`src/rtl/morse_char_queue.sv`:
```
// Character FIFO between the Morse decoder and the LCD driver, with cursor tracking and
// line-wrap DDRAM address commands. Define MORSE_QUEUE_BKSP_EN to expand 0x08 into an erase.
module morse_char_queue #(
  parameter int unsigned DEPTH       = 8,
  parameter int unsigned LINE_LEN    = 16,
  parameter int unsigned ACK_TIMEOUT = 1000,
  localparam int unsigned CntW       = $clog2(DEPTH) + 1
) (
  input  logic            clk,
  input  logic            rst_n,
  input  logic            en_i,
  input  logic [7:0]      in_char_i,
  input  logic            in_send_i,
  input  logic            drv_busy_i,
  output logic [7:0]      out_char_o,
  output logic            out_rs_o,
  output logic            out_write_o,
  output logic            full_o,
  output logic            empty_o,
  output logic            overflow_o,
  output logic [CntW-1:0] count_o,
  output logic [4:0]      col_o,
  output logic            row_o
);

  localparam int unsigned AddrW = $clog2(DEPTH);
  localparam int unsigned AckW  = $clog2(ACK_TIMEOUT + 1);

  typedef enum logic [2:0] {
    StIdle,
    StIssue,
    StWaitAck,
    StWaitDone,
    StWrap
  } state_e;

  // What the transfer currently in flight was, so WAIT_DONE knows how to finish it.
  typedef enum logic [1:0] {
    XferChar,
    XferWrap,
    XferBksp
  } xfer_e;

  logic [7:0]      mem_q [DEPTH];
  logic [AddrW-1:0] wr_ptr_q, rd_ptr_q;
  logic [CntW-1:0] count_q;
  logic            overflow_q;

  state_e          state_q, state_d;
  xfer_e           xfer_q, xfer_d;
  logic [7:0]      out_char_q, out_char_d;
  logic            out_rs_q, out_rs_d;
  logic            out_write_q, out_write_d;
  logic [4:0]      col_q, col_d;
  logic            row_q, row_d;
  logic [AckW-1:0] ack_cnt_q, ack_cnt_d;
`ifdef MORSE_QUEUE_BKSP_EN
  logic [1:0]      bksp_step_q, bksp_step_d;
`endif

  logic       full, empty;
  logic       push_req, push, pop;
  logic [7:0] head;

  assign full     = (count_q == CntW'(DEPTH));
  assign empty    = (count_q == '0);
  assign head     = mem_q[rd_ptr_q];
  assign push_req = en_i & in_send_i;
  assign push     = push_req & (~full | pop);

  always_ff @(posedge clk or negedge rst_n) begin
    if (!rst_n) begin
      for (int i = 0; i < DEPTH; i++) mem_q[i] <= '0;
      wr_ptr_q   <= '0;
      rd_ptr_q   <= '0;
      count_q    <= '0;
      overflow_q <= 1'b0;
    end else begin
      if (push) begin
        mem_q[wr_ptr_q] <= in_char_i;
        wr_ptr_q        <= wr_ptr_q + AddrW'(1);
      end
      if (pop) rd_ptr_q <= rd_ptr_q + AddrW'(1);
      case ({push, pop})
        2'b10:   count_q <= count_q + CntW'(1);
        2'b01:   count_q <= count_q - CntW'(1);
        default: count_q <= count_q;
      endcase
      if (push_req && !push) overflow_q <= 1'b1;
    end
  end

  always_comb begin
    state_d     = state_q;
    xfer_d      = xfer_q;
    out_char_d  = out_char_q;
    out_rs_d    = out_rs_q;
    out_write_d = 1'b0;
    col_d       = col_q;
    row_d       = row_q;
    ack_cnt_d   = ack_cnt_q;
    pop         = 1'b0;
`ifdef MORSE_QUEUE_BKSP_EN
    bksp_step_d = bksp_step_q;
`endif

    case (state_q)
      StIdle: begin
        if (en_i && !empty && !drv_busy_i) begin
          pop = 1'b1;
`ifdef MORSE_QUEUE_BKSP_EN
          if (head == 8'h08) begin
            // A backspace at column 0 is consumed silently.
            if (col_q != '0) begin
              out_char_d  = 8'h10;
              out_rs_d    = 1'b0;
              out_write_d = 1'b1;
              xfer_d      = XferBksp;
              bksp_step_d = 2'd0;
              state_d     = StIssue;
            end
          end else begin
            out_char_d  = head;
            out_rs_d    = 1'b1;
            out_write_d = 1'b1;
            xfer_d      = XferChar;
            state_d     = StIssue;
          end
`else
          out_char_d  = head;
          out_rs_d    = 1'b1;
          out_write_d = 1'b1;
          xfer_d      = XferChar;
          state_d     = StIssue;
`endif
        end
      end

      StIssue, StWrap: begin
        ack_cnt_d = '0;
        state_d   = StWaitAck;
      end

      StWaitAck: begin
        if (drv_busy_i || ack_cnt_q == AckW'(ACK_TIMEOUT - 1)) begin
          state_d = StWaitDone;
        end else begin
          ack_cnt_d = ack_cnt_q + AckW'(1);
        end
      end

      StWaitDone: begin
        if (!drv_busy_i) begin
          case (xfer_q)
            XferChar: begin
              if (col_q < 5'(LINE_LEN - 1)) begin
                col_d   = col_q + 5'd1;
                state_d = StIdle;
              end else begin
                col_d       = '0;
                row_d       = ~row_q;
                out_char_d  = row_q ? 8'h80 : 8'hC0;
                out_rs_d    = 1'b0;
                out_write_d = 1'b1;
                xfer_d      = XferWrap;
                state_d     = StWrap;
              end
            end
`ifdef MORSE_QUEUE_BKSP_EN
            XferBksp: begin
              if (bksp_step_q == 2'd0) begin
                out_char_d  = 8'h20;
                out_rs_d    = 1'b1;
                out_write_d = 1'b1;
                bksp_step_d = 2'd1;
                state_d     = StIssue;
              end else if (bksp_step_q == 2'd1) begin
                out_char_d  = 8'h10;
                out_rs_d    = 1'b0;
                out_write_d = 1'b1;
                bksp_step_d = 2'd2;
                state_d     = StIssue;
              end else begin
                col_d   = col_q - 5'd1;
                state_d = StIdle;
              end
            end
`endif
            default: state_d = StIdle;
          endcase
        end
      end

      default: state_d = StIdle;
    endcase
  end

  always_ff @(posedge clk or negedge rst_n) begin
    if (!rst_n) begin
      state_q     <= StIdle;
      xfer_q      <= XferChar;
      out_char_q  <= '0;
      out_rs_q    <= 1'b0;
      out_write_q <= 1'b0;
      col_q       <= '0;
      row_q       <= 1'b0;
      ack_cnt_q   <= '0;
`ifdef MORSE_QUEUE_BKSP_EN
      bksp_step_q <= '0;
`endif
    end else begin
      state_q     <= state_d;
      xfer_q      <= xfer_d;
      out_char_q  <= out_char_d;
      out_rs_q    <= out_rs_d;
      out_write_q <= out_write_d;
      col_q       <= col_d;
      row_q       <= row_d;
      ack_cnt_q   <= ack_cnt_d;
`ifdef MORSE_QUEUE_BKSP_EN
      bksp_step_q <= bksp_step_d;
`endif
    end
  end

  assign out_char_o  = out_char_q;
  assign out_rs_o    = out_rs_q;
  assign out_write_o = out_write_q;
  assign full_o      = full;
  assign empty_o     = empty;
  assign overflow_o  = overflow_q;
  assign count_o     = count_q;
  assign col_o       = col_q;
  assign row_o       = row_q;

endmodule

```
`config.mk`:
```
export PLATFORM = sky130hd
export DESIGN_NAME = morse_char_queue
export DESIGN_NICKNAME = d
export VERILOG_FILES = /design/src/rtl/morse_char_queue.sv
export SDC_FILE = /design/constraint.sdc
export NUM_CORES = 1
export LEC_CHECK = 0
export CORE_ASPECT_RATIO = 1.1
export CORE_UTILIZATION = 58
export CTS_CLUSTER_SIZE = 25
export DETAILED_ROUTE_END_ITERATION = 12
export PLACE_DENSITY_LB_ADDON = 0.08
export SLEW_MARGIN = 20
export SYNTH_ARGS = -nofsm -noshare
export SYNTH_HDL_FRONTEND = slang
export SYNTH_SLANG_ARGS = --single-unit
```
`constraint.sdc`:
```
create_clock -name clk -period 3.62 [get_ports clk]
set_input_delay 0.362 -clock clk [delete_from_list [all_inputs] [get_ports clk]]
set_output_delay 0.362 -clock clk [all_outputs]
set_load 0.02 [all_outputs]
```
# == Yosys cells after proc, flatten, opt, wreduce, memory -nomap -nowiden ==
# Cells that the tools add are included.
# word_totals
elab_cells,111
output_inout_bits,23
regBits,106
in_bits,13
# classes
n_addsub,6
n_eq_ne,14
magnitude_cmp,4
n_bitwise,9
n_reduce_logical,20
muxes,38
# op_table
cell,count
bitwise mux 64 bit,1
two-way mux 8 bit,7
binary-select mux 8 bit (select 3 bit),1
demux 8 bit (select 3 bit),1
case mux 10 bit (2 select lines),1
case mux 8 bit (2 select lines),1
two-way mux 3 bit,5
inequality test 2 bit (second input constant),6
case mux 3 bit (4 select lines),1
adder 10 x 1 -> 10 bit (second input constant),1
equality test 10 bit (second input constant),1
two-way mux 10 bit,1
two-way mux 1 bit,9
>= comparator 4 bit (second input constant),2
two-way mux 2 bit,4
NOT 3 -> 4 bit,2
case mux 4 bit (2 select lines),1
two-way mux 7 bit,1
adder 3 x 1 -> 3 bit (second input constant),2
equality test 3 x 2 -> 1 bit (second input constant),2
AND reduction 3 bit,2
nonzero test 2 bit,3
adder 5 x 1 -> 5 bit (second input constant),1
< comparator 5 x 4 -> 1 bit (second input constant),1
24 further kinds,34

# == Depth between registers and ports, before layout ==
# Gate-level depths: netlist (run 1).
# depth
depth_word,10
depth_mapped,13
ltp_nobuf,11

# == Worst setup path before layout (run 1) ==
# OpenSTA, ideal clock, no wires.
# synth_timing
path_type,register to register
start,"register count_q[1], in the netlist count_o[1]"
end,"register count_q[2], in the netlist count_o[2]"
required_time_ns,3.484
arrival_ns,3.291
synth_period_minus_slack_ns,3.427
path_buffers,2
setup_time_ns,0.136
stages_incl_launch_ff,14
slack_ns,0.193
cell_sequence,dfrtp_1 > clkbuf_1 > nor4_1 > or4_4 > clkbuf_1 > a21oi_1 > inv_1 > ha_1 > xor2_1 > ha_1 > a21oi_1 > xor2_1 > nor2_1 > xor2_1
# synth_between
elab_chain_len,10
elab_cells_between_ends,16
cone_classes,add/sub: 2; eq/ne: 3; mux: 3; bitwise: 3; reduce/logical: 5
# synth_lines
item,line_no,source
"start, declared",46,logic [CntW-1:0] count_q;
"start signal, assigned",85,2'b10: count_q <= count_q + CntW'(1);
"start signal, assigned",86,2'b01: count_q <= count_q - CntW'(1);
"start signal, assigned",87,default: count_q <= count_q;
logical NOT 4 bit *,66,assign empty = (count_q == '0);
net empty_o,19,"output logic empty_o,"
logical NOT 1 bit *,109,if (en_i && !empty && !drv_busy_i) begin
logical AND 1 bit * (2 in a row),109,
two-way mux 1 bit *,109,
two-way mux 1 bit *,107,case (state_q)
bitwise OR 1 bit,69,assign push = push_req & (~full | pop);
AND 1 bit,69,
equality test 2 x 1 -> 1 bit / equality test 2 bit (equally long branches),84,"case ({push, pop})"
case mux 4 bit (2 select lines) / nonzero test 2 bit (equally long branches),n/a,
# Mark *: on every way through the listed nets, which the timed path passes. The rest lies on a longest branch.
# A chain may end at the register's enable or synchronous reset.

# == Worst setup path in the final report (run 1) ==
# layout_timing
start,register state_q[0]
end,"register count_q[2], in the netlist count_o[2]"
# layout_between
elab_chain_len,6
elab_cells_between_ends,8
cone_classes,eq/ne: 2; mux: 2; bitwise: 2; reduce/logical: 2
# layout_lines
item,line_no,source
"start, declared",49,"state_e state_q, state_d;"
"start signal, assigned",200,state_q <= StIdle;
"start signal, assigned",212,state_q <= state_d;
logical NOT 3 bit *,107,
two-way mux 1 bit *,107,
bitwise OR 1 bit,69,
AND 1 bit,69,
equality test 2 x 1 -> 1 bit / equality test 2 bit (equally long branches),84,
case mux 4 bit (2 select lines) / nonzero test 2 bit (equally long branches),n/a,
# Every way passes the cells marked *; elsewhere a longest branch is shown, timed or not.

==> results.ini, run 1 <==
[clock_tree]
cts_made_buffers = 9
cts-hold-fix-buffers = 0
clock_path_buffers = 2
clock_sinks = 105
cts_tree = built
post_cts_buffers = 0
cts_resized = 0
clk_pin_slew_ps = 100
htreeDepth = 3
cts_root_buffer = clkbuf_8
clkLatencyLatePin_ps = 370

[layout]
nets = 432
fillCellCount = 595
layout-drive-gt1-share_pct = 27.8
fin_cells = 525
area_growth_pct = 13.3
multi_input_area_um2 = 2200
final_area_um2 = 5580
register_area_um2 = 2630
antennaDiodeCount = 0

[place]
hpwl_um = 6150
place_congestion = 0.816
placed_area_um2 = 5400
dp_cells = 509
portBuffers = 35

[drt]
firstDrtPassIters = 4
postRouteAntennaNets = 0
avgRoutedWirePerCell_um = 17.9
via_per_inst = 5.94
vias = 3119
drc = 0
wirelength_um = 9410
initialDrtViolationCount = 135

[synthesis]
synth_seq_cells = 105
synth_area_um2 = 4920
synth.distinct_cells = 49
netlist.area_leader.share_pct = 53.4
synth_edf_count = 0
async_flop_share_pct = 100
synth_nets = 392
yosysMostFrequentCell = dfrtp_1
synth_area_leaders = dfrtp_1 53%, mux2_2 13%, mux4_2 7.3%, mux2_4 2.4%, mux2i_1 2.0%
syn_inst = 372
ys_seq_area_share_pct = 53.4
synthFlopType = dfrtp_1
avgSynthCellArea_um2 = 13.2
synth_commonest_cells = 105 x dfrtp_1, 59 x mux2_2, 19 x nand2_1
yosysWarnings = 0
yosysTopAreaCell = dfrtp_1

[global_routing]
antenna_found_initial = 0
grt_max_degree = 86
grt_overflow = 0
grt_pass1_wl_um = 15700
grt_pass1_vias = 3096
grt_use_total_pct = 23.3

[critical_path]
path_class = register to register
rr_worst_depth = 11
r2r_slack_ps = 620
timing.rr.start = state_q[0]
cp.arrival_ps = 3250
r2r-end = count_o[2]
crit_fanout = 12
crit_path_end_kind = register
worstSetupStartpointType = register
critical_path_required_ps = 3870

[sta]
finalHoldViolCount = 0
whs_ps = 43.6
rsz0062_at_grt = no
slew_violations = 0
max_slew_margin_pct = 43.4
fmax_mhz = 333
fin_skew_ps = 12.3
min_period_ps = 3000
tightest_slew_ps = 849
finalSetupTns_ps = 0
setup_viol = 0
period_share_pct = 82.8

[pwr]
combPwrFrac_pct = 37.5
p_clk_share_pct = 15.0
irDropWorstVdd_v = 0.000367
internal_power_mw = 2.93
leakage_nw = 2.46
total_power_mw = 4.47
seq_power_share_pct = 47.5
power-per-cell-area_nw_per_um2 = 802
switchingPower_mw = 1.54
swShare_pct = 34.4

[die]
fp-row-count = 34
core_um2 = 8080
die_y_um = 98.6
fp.dieArea_um2 = 8860
die_w_um = 89.9
num_io_pins = 36
start_util_pct = 60.9

[job]
maxCapViolCount = 0

[run_status]
status = finished clean

[worst_hold_path]
hold_class = input port to asynchronous set/reset pin

==> placed cells by master (no fill, tap or decap), types with 3 or more instances in the layout <==
cell type,n
dfrtp_1,105
nand2_1,19
mux2_2,59
clkdlybuf4s50_1,34
nand2b_1,3
xor2_1,6
xnor2_1,5
and3_1,3
buf_4,7
mux4_2,16
and2_1,3
mux2_4,8
nor2_1,18
nor2b_1,3
a21oi_1,9
ha_1,7
inv_1,11
o2bb2ai_1,6
o21ai_0,16
nor3_1,6
nand3_1,8
or2_2,3
nand4_1,4
mux2i_1,10
clkbuf_8,9
or3_1,4
==> per-layer routing <==
metal,share of wire (%),GRT usage (%),wire length (um),up-vias
li1,-,-,-,1446
met1,46,30.5,4330,1605
met2,48,38.9,4550,55
met3,3.6,3.24,337,13
met4,2.0,10.8,191,0
met5,0,0,0,-
==> final cells by class <==
| cell class | count | share of cell area, % |
|---|---|---|
| repair buffers | 42 | 7.24 |
| multi-input cells | 243 | 39.3 |
| clock inverters | 7 | 0.964 |
| clock buffers | 9 | 2.22 |
| well taps | 108 | 2.42 |
| flip-flops and latches | 105 | 47.1 |
| inverters | 11 | 0.740 |
==> flip-flops by register name, indices dropped and copies added, names as in the netlist <==
signal / flops
rd_ptr_q: 3
ack_cnt_q: 10
col_o: 5
mem_q: 64
xfer_q: 1
out_rs_o: 1
out_write_o: 1
count_o: 4
out_char_o: 8
row_o: 1
state_q: 3
wr_ptr_q: 3
overflow_o: 1
==> power groups by stage <==
stage	sequential [mW]	clock (mW)	combinational, mW
6_report	2.12	0.672	1.68
3_3_place_gp	2.13	0	1.64
2_1_floorplan	2.05	0	1.23
3_5_place_dp	2.15	0	1.69
4_1_cts	2.12	0.688	1.70
5_1_grt	2.21	0.730	1.83
==> worst max-delay path by stage <==
stage	slack, ps	depth (start not counted)	from	endpoint
after floorplan	190	13	count_o[1]	count_o[2]
after global placement	530	12	en_i	count_o[2]
after detailed placement	480	12	en_i	count_o[2]
after CTS	620	11	state_q[0]	count_o[2]
after global routing	410	11	state_q[0]	count_o[2]
final	620	11	state_q[0]	count_o[2]
==> critical path: stages (launching register included) <==
cell	delay, ps
dfrtp_1	500
or3_1	420
or4_4	550
a21oi_1	240
inv_1	90
ha_1	270
xor2_1	160
ha_1	180
a21oi_1	140
xor2_1	160
nor2_1	60
xor2_1	130
==> per-stage QoR <==
stage | util, % | worst slack, ps
after global placement | 66.8 | 530
after detailed placement | 66.8 | 476
after floorplan | - | 193
final | 69.1 | 621
after global routing | 69.1 | 415
after CTS | 69.0 | 624
==> kinds of logic after synthesis <==
logic type,after synthesis,synth area share (%)
adders and majority gates,7,1.78
buffers and inverters,24,2.06
AOI/OAI and AO/OA,46,6.07
DFF,105,53.4
and+or+nand+nor,86,9.50
muxes,93,25.3
xor gates and xnor gates,11,1.96
Power figures use the tool's default switching activity.
==> inputs of run 2 (changes only) <==
==> constraint.sdc (replaced) <==
create_clock -name clk -period 3.05 [get_ports clk]
set_input_delay 0.305 -clock clk [delete_from_list [all_inputs] [get_ports clk]]
set_output_delay 0.305 -clock clk [all_outputs]
set_load 0.02 [all_outputs]
==> run 2 against run 1 <==
  * Cell count increased by 2.1%
  * Fmax increased by 7.8%
  * Total power increased by 24%
  * Critical path type unchanged
==> results.ini, run 2 (synthesized netlist as in run 1, its figures left out) <==
[global_routing]
grt_max_degree = 69  ; -20%
grt_use_total_pct = 25.4  ; +2.1 points
grt_overflow = 0  ; unchanged
grt_pass1_vias = 3341  ; +7.9%
antenna_found_initial = 0  ; unchanged
grt_pass1_wl_um = 17300  ; +10%

[layout]
antennaDiodeCount = 0  ; unchanged
top_register = mem_q
final_util_pct = 70.8  ; +1.7 points
area_growth_pct = 16.2
largest_reg_flops = 64  ; unchanged
final_common_cell = dfrtp_1
nets = 443  ; +2.5%
final_cell_mix = 105 x dfrtp_1, 59 x mux2_2, 34 x clkdlybuf4s50_1
layout-drive-gt1-share_pct = 29.7  ; +1.9 points

[pwr]
power-per-cell-area_nw_per_um2 = 973  ; +21%
leakage_nw = 2.53  ; +3.0%
irDropWorstVdd_v = 0.000519  ; +41%

[clock_tree]
clk_pin_slew_ps = 100  ; about the same
cts-hold-fix-buffers = 0  ; unchanged
cts_resized = 0  ; unchanged
cts_tree = built
post_cts_buffers = 0  ; unchanged
cts_made_buffers = 9  ; unchanged
clkLatencyLatePin_ps = 360  ; about the same
cts_root_buffer = clkbuf_8
clock_path_buffers = 2  ; unchanged
htreeDepth = 3  ; unchanged
clock_sinks = 105  ; unchanged

[critical_path]
crit_path_end_kind = register
critical_path_required_ps = 3300  ; -570 ps
worstSetupStartpointType = register
cp.arrival_ps = 3030  ; -220 ps
crit_fanout = 5  ; -7
path_class = register to register

[sta]
setup_ws_ps = 268  ; -353 ps
max_slew_margin_pct = 39.2  ; -4.2 points
fin_skew_ps = 12.4  ; +0.0856 ps
finalHoldViolCount = 0  ; unchanged
period_share_pct = 91.2  ; +8.4 points
tightest_slew_ps = 909  ; +59.3 ps
setup_viol = 0  ; unchanged
finalSetupTns_ps = 0  ; unchanged
slew_violations = 0  ; unchanged
fmax_mhz = 359  ; +7.8%
min_period_ps = 2780  ; -217 ps
rsz0062_at_grt = no

[die]
fp.dieArea_um2 = 8860  ; unchanged
start_util_pct = 60.9  ; unchanged
num_io_pins = 36  ; unchanged
die_w_um = 89.9  ; unchanged
die_y_um = 98.6  ; unchanged
fp-row-count = 34  ; unchanged
core_um2 = 8080  ; unchanged

[drt]
drc = 0  ; unchanged
via_per_inst = 5.99  ; +0.84%
wirelength_um = 10300  ; +9.3%
initialDrtViolationCount = 126  ; -6.7%
vias = 3211  ; +2.9%
avgRoutedWirePerCell_um = 19.2  ; +7.1%
postRouteAntennaNets = 0  ; unchanged
firstDrtPassIters = 5  ; +1

[job]
maxCapViolCount = 0  ; unchanged

[place]
place_congestion = 0.819  ; +0.44%
hpwl_um = 6910  ; +12%
portBuffers = 35  ; unchanged
place_ws_ps = 46.5  ; -430 ps

[run_status]
status = finished clean

[worst_hold_path]
hold_class = input port to asynchronous set/reset pin

run 2: power by group:
part	total [mW]	switching [mW]	internal [mW]
sequential	2.49	0.497	1.99
clock	0.944	0.457	0.487
combinational	2.14	0.909	1.23
run 2: worst max-delay path: stages, from the launching register on:
cell	delay [ps]
dfrtp_1	390
or3_1	420
or4_4	480
a21oi_2	180
inv_1	80
ha_1	270
xor2_1	170
ha_1	190
a21oi_1	140
xor2_1	160
nor2_1	60
xor2_1	140
run 2: metal layers:
metal / vias to the layer above / track usage (%) / share of wire (%)
li1: 1474 / - / -
met1: 1658 / 35.6 / 47
met2: 65 / 41.4 / 49
met3: 14 / 3.40 / 2.4
met4: 0 / 8.68 / 1.5
met5: - / 0 / 0
run 2: stage by stage:
stage	total power [mW]	hold slack (ps)	std cells	area (um^2)
final	5.57	28.1	536	5720
after CTS	5.61	69.8	536	5720
after global placement	4.54	458	520	5500
after detailed placement	4.65	471	520	5500
after floorplan	3.92	9.41	372	4940
after global routing	5.91	97.7	536	5720
run 2: layout make-up:
cell class,instances,area (um^2)
clock inverters,4,76.3
well taps,108,135
clock buffers,12,145
fillers,604,2360
flip-flops and latches,105,2630
inverters,11,41.3
multi-input cells,243,2210
repair buffers,53,483
run 2: worst paths after layout:
kind / endpoint / slack, ps / cells past startpoint / startpoint
min in group clk: ack_cnt_q[9] / 480 / 1 / ack_cnt_q[9]
worst min-delay path: col_o[4] / 30 / 1 / rst_n
worst max-delay path: count_o[2] / 270 / 11 / state_q[2]
worst min register to register: ack_cnt_q[9] / 480 / 1 / ack_cnt_q[9]
max in group asynchronous: mem_q[10] / 2150 / 2 / rst_n
worst max register to register: count_o[2] / 270 / 11 / state_q[2]
==> inputs of run 3 (changes only) <==
--- a/config.mk
+++ b/config.mk
@@ -6,7 +6,7 @@
 export NUM_CORES = 1
 export LEC_CHECK = 0
 export CORE_ASPECT_RATIO = 1.1
-export CORE_UTILIZATION = 58
+export CORE_UTILIZATION = 35
 export CTS_CLUSTER_SIZE = 25
 export DETAILED_ROUTE_END_ITERATION = 12
 export PLACE_DENSITY_LB_ADDON = 0.08
==> run 3 against run 2 <==
  * The run now ends with negative hold slack left
  * Core utilization down 28 points
  * Clock power up 32%
  * Fmax up 2.4%
  * Cell count up 16%
  * Count of clock-buffer cells in the layout down 1
  * Sequential share of layout area down 1.9 points
  * Sequential power about the same
  * Highest routed layer unchanged
==> results.ini, run 3 (synthesized netlist as in run 1, its figures left out) <==
[global_routing]
grt_max_degree = 54  ; -22%
grt_use_total_pct = 16.7  ; -8.7 points
antenna_found_initial = 0  ; unchanged
grt_overflow = 0  ; unchanged
grt_pass1_wl_um = 17900  ; +3.8%
grt_pass1_vias = 3258  ; -2.5%

[critical_path]
crit_buf_inv = 1  ; unchanged
cp_top_family = simple AND/OR/NAND/NOR gates
crit_fanout = 5  ; unchanged
slowest_stage = or4_4
critical_path_required_ps = 3280  ; -20 ps
path_cells = or3_1 -> or4_4 -> a21oi_2 -> inv_1 -> ha_1 -> xor2_1 -> ha_1 -> a21oi_1 -> xor2_1 -> nor2_1 -> xor2_1
cp.arrival_ps = 2950  ; -80 ps
max_stage_delay_ps = 440  ; -40 ps
cp_common_cell = xor2_1
path_class = register to register
worstSetupStartpointType = register
crit_path_end_kind = register

[sta]
rsz0062_at_grt = no
setup_viol = 0  ; unchanged
whs_ps = -4.32  ; -32.4 ps
fmax_mhz = 368  ; +2.4%
slew_violations = 0  ; unchanged
max_slew_margin_pct = 52.2  ; +13 points
fin_skew_ps = 8.74  ; -3.62 ps
tightest_slew_ps = 717  ; -192 ps
min_period_ps = 2720  ; -65.8 ps
finalSetupTns_ps = 0  ; unchanged
finalHoldViolCount = 2  ; +2
period_share_pct = 89.1  ; -2.2 points

[layout]
fin_cells = 621  ; +16%
final_util_pct = 43.3  ; -28 points
final_common_cell = dfrtp_1
top_register = mem_q
nets = 448  ; +1.1%
layout-drive-gt1-share_pct = 30.7  ; +1.0 points
area_growth_pct = 21.3
antennaDiodeCount = 0  ; unchanged
largest_reg_flops = 64  ; unchanged
fillCellCount = 1293  ; +110%
final_cell_mix = 105 x dfrtp_1, 59 x mux2_2, 34 x clkdlybuf4s50_1

[clock_tree]
cts-hold-fix-buffers = 0  ; unchanged
cts_root_buffer = clkbuf_16
clk_pin_slew_ps = 70  ; -30 ps
post_cts_buffers = 0  ; unchanged
htreeDepth = 3  ; unchanged
clkLatencyLatePin_ps = 350  ; about the same
cts_tree = built
cts_made_buffers = 9  ; unchanged
cts_resized = 0  ; unchanged
clock_path_buffers = 2  ; unchanged
clock_sinks = 105  ; unchanged

[place]
hpwl_um = 7240  ; +4.7%
dp_cells = 605  ; +16%
place_congestion = 0.767  ; -6.3%
portBuffers = 35  ; unchanged

[run_status]
status = finished, violations left
violations = negative hold slack

[pwr]
leakage_nw = 2.61  ; +3.1%
total_power_mw = 5.87  ; +5.4%
irDropWorstVdd_v = 0.000374  ; -28%
power-per-cell-area_nw_per_um2 = 983  ; +0.97%

[job]
maxCapViolCount = 0  ; unchanged

[drt]
vias = 3203  ; -0.25%
wirelength_um = 11000  ; +7.3%
via_per_inst = 5.16  ; -14%
initialDrtViolationCount = 186  ; +48%
firstDrtPassIters = 4  ; -1
avgRoutedWirePerCell_um = 17.8  ; -7.4%
postRouteAntennaNets = 0  ; unchanged
drc = 0  ; unchanged

[die]
num_io_pins = 36  ; unchanged
fp-row-count = 45  ; +32%
die_y_um = 126  ; +28%
die_w_um = 115  ; +28%
start_util_pct = 35.7  ; -25 points
fp.dieArea_um2 = 14500  ; +64%
core_um2 = 13800  ; +71%

[worst_hold_path]
hold_class = input port to asynchronous set/reset pin

[run 3: where the power goes]
group	internal [mW]	leakage [nW]	switching (mW)
registers	1.99	1.31	0.485
clock network	0.741	0.159	0.513
logic	1.24	1.14	0.901
[run 3: worst paths after layout]
| check | start | end | slack [ps] | cells after the start |
|---|---|---|---|---|
| setup / recovery | state_q[2] | count_o[2] | 330 | 11 |
| hold / removal | rst_n | col_o[1] | -4 | 1 |
| setup reg to reg | state_q[2] | count_o[2] | 330 | 11 |
| hold reg to reg | overflow_o | overflow_o | 480 | 1 |
| max in group asynchronous | rst_n | mem_q[4] | 2300 | 2 |
| min in group clk | overflow_o | overflow_o | 480 | 1 |
[run 3: area by class of cell]
type / count / area (um^2) / share of cell area, %
flip-flops and latches: 105 / 2630 / 44.0
clock inverters: 5 / 78.8 / 1.32
repair buffers: 58 / 533 / 8.92
multi-input cells: 243 / 2210 / 37.1
well taps: 188 / 235 / 3.94
inverters: 11 / 41.3 / 0.691
clock buffers: 11 / 243 / 4.06
[run 3: stage by stage]
step | worst slack, ps | hold slack, ps | area (um^2)
detailed placement | 120 | 405 | 5650
finish | 334 | -4.32 | 5970
CTS | 315 | 23.6 | 5970
global placement | 166 | 400 | 5650
global route | 212 | 55.8 | 5970
floorplan | 19.3 | 9.41 | 4940
[run 3: per-layer routing]
layer | global-route usage, % | vias to the layer above | routed length (um)
li1 | - | 1479 | -
met1 | 22.8 | 1655 | 5270
met2 | 26.2 | 56 | 5280
met3 | 2.91 | 13 | 306
met4 | 6.65 | 0 | 181
met5 | 0 | - | 0
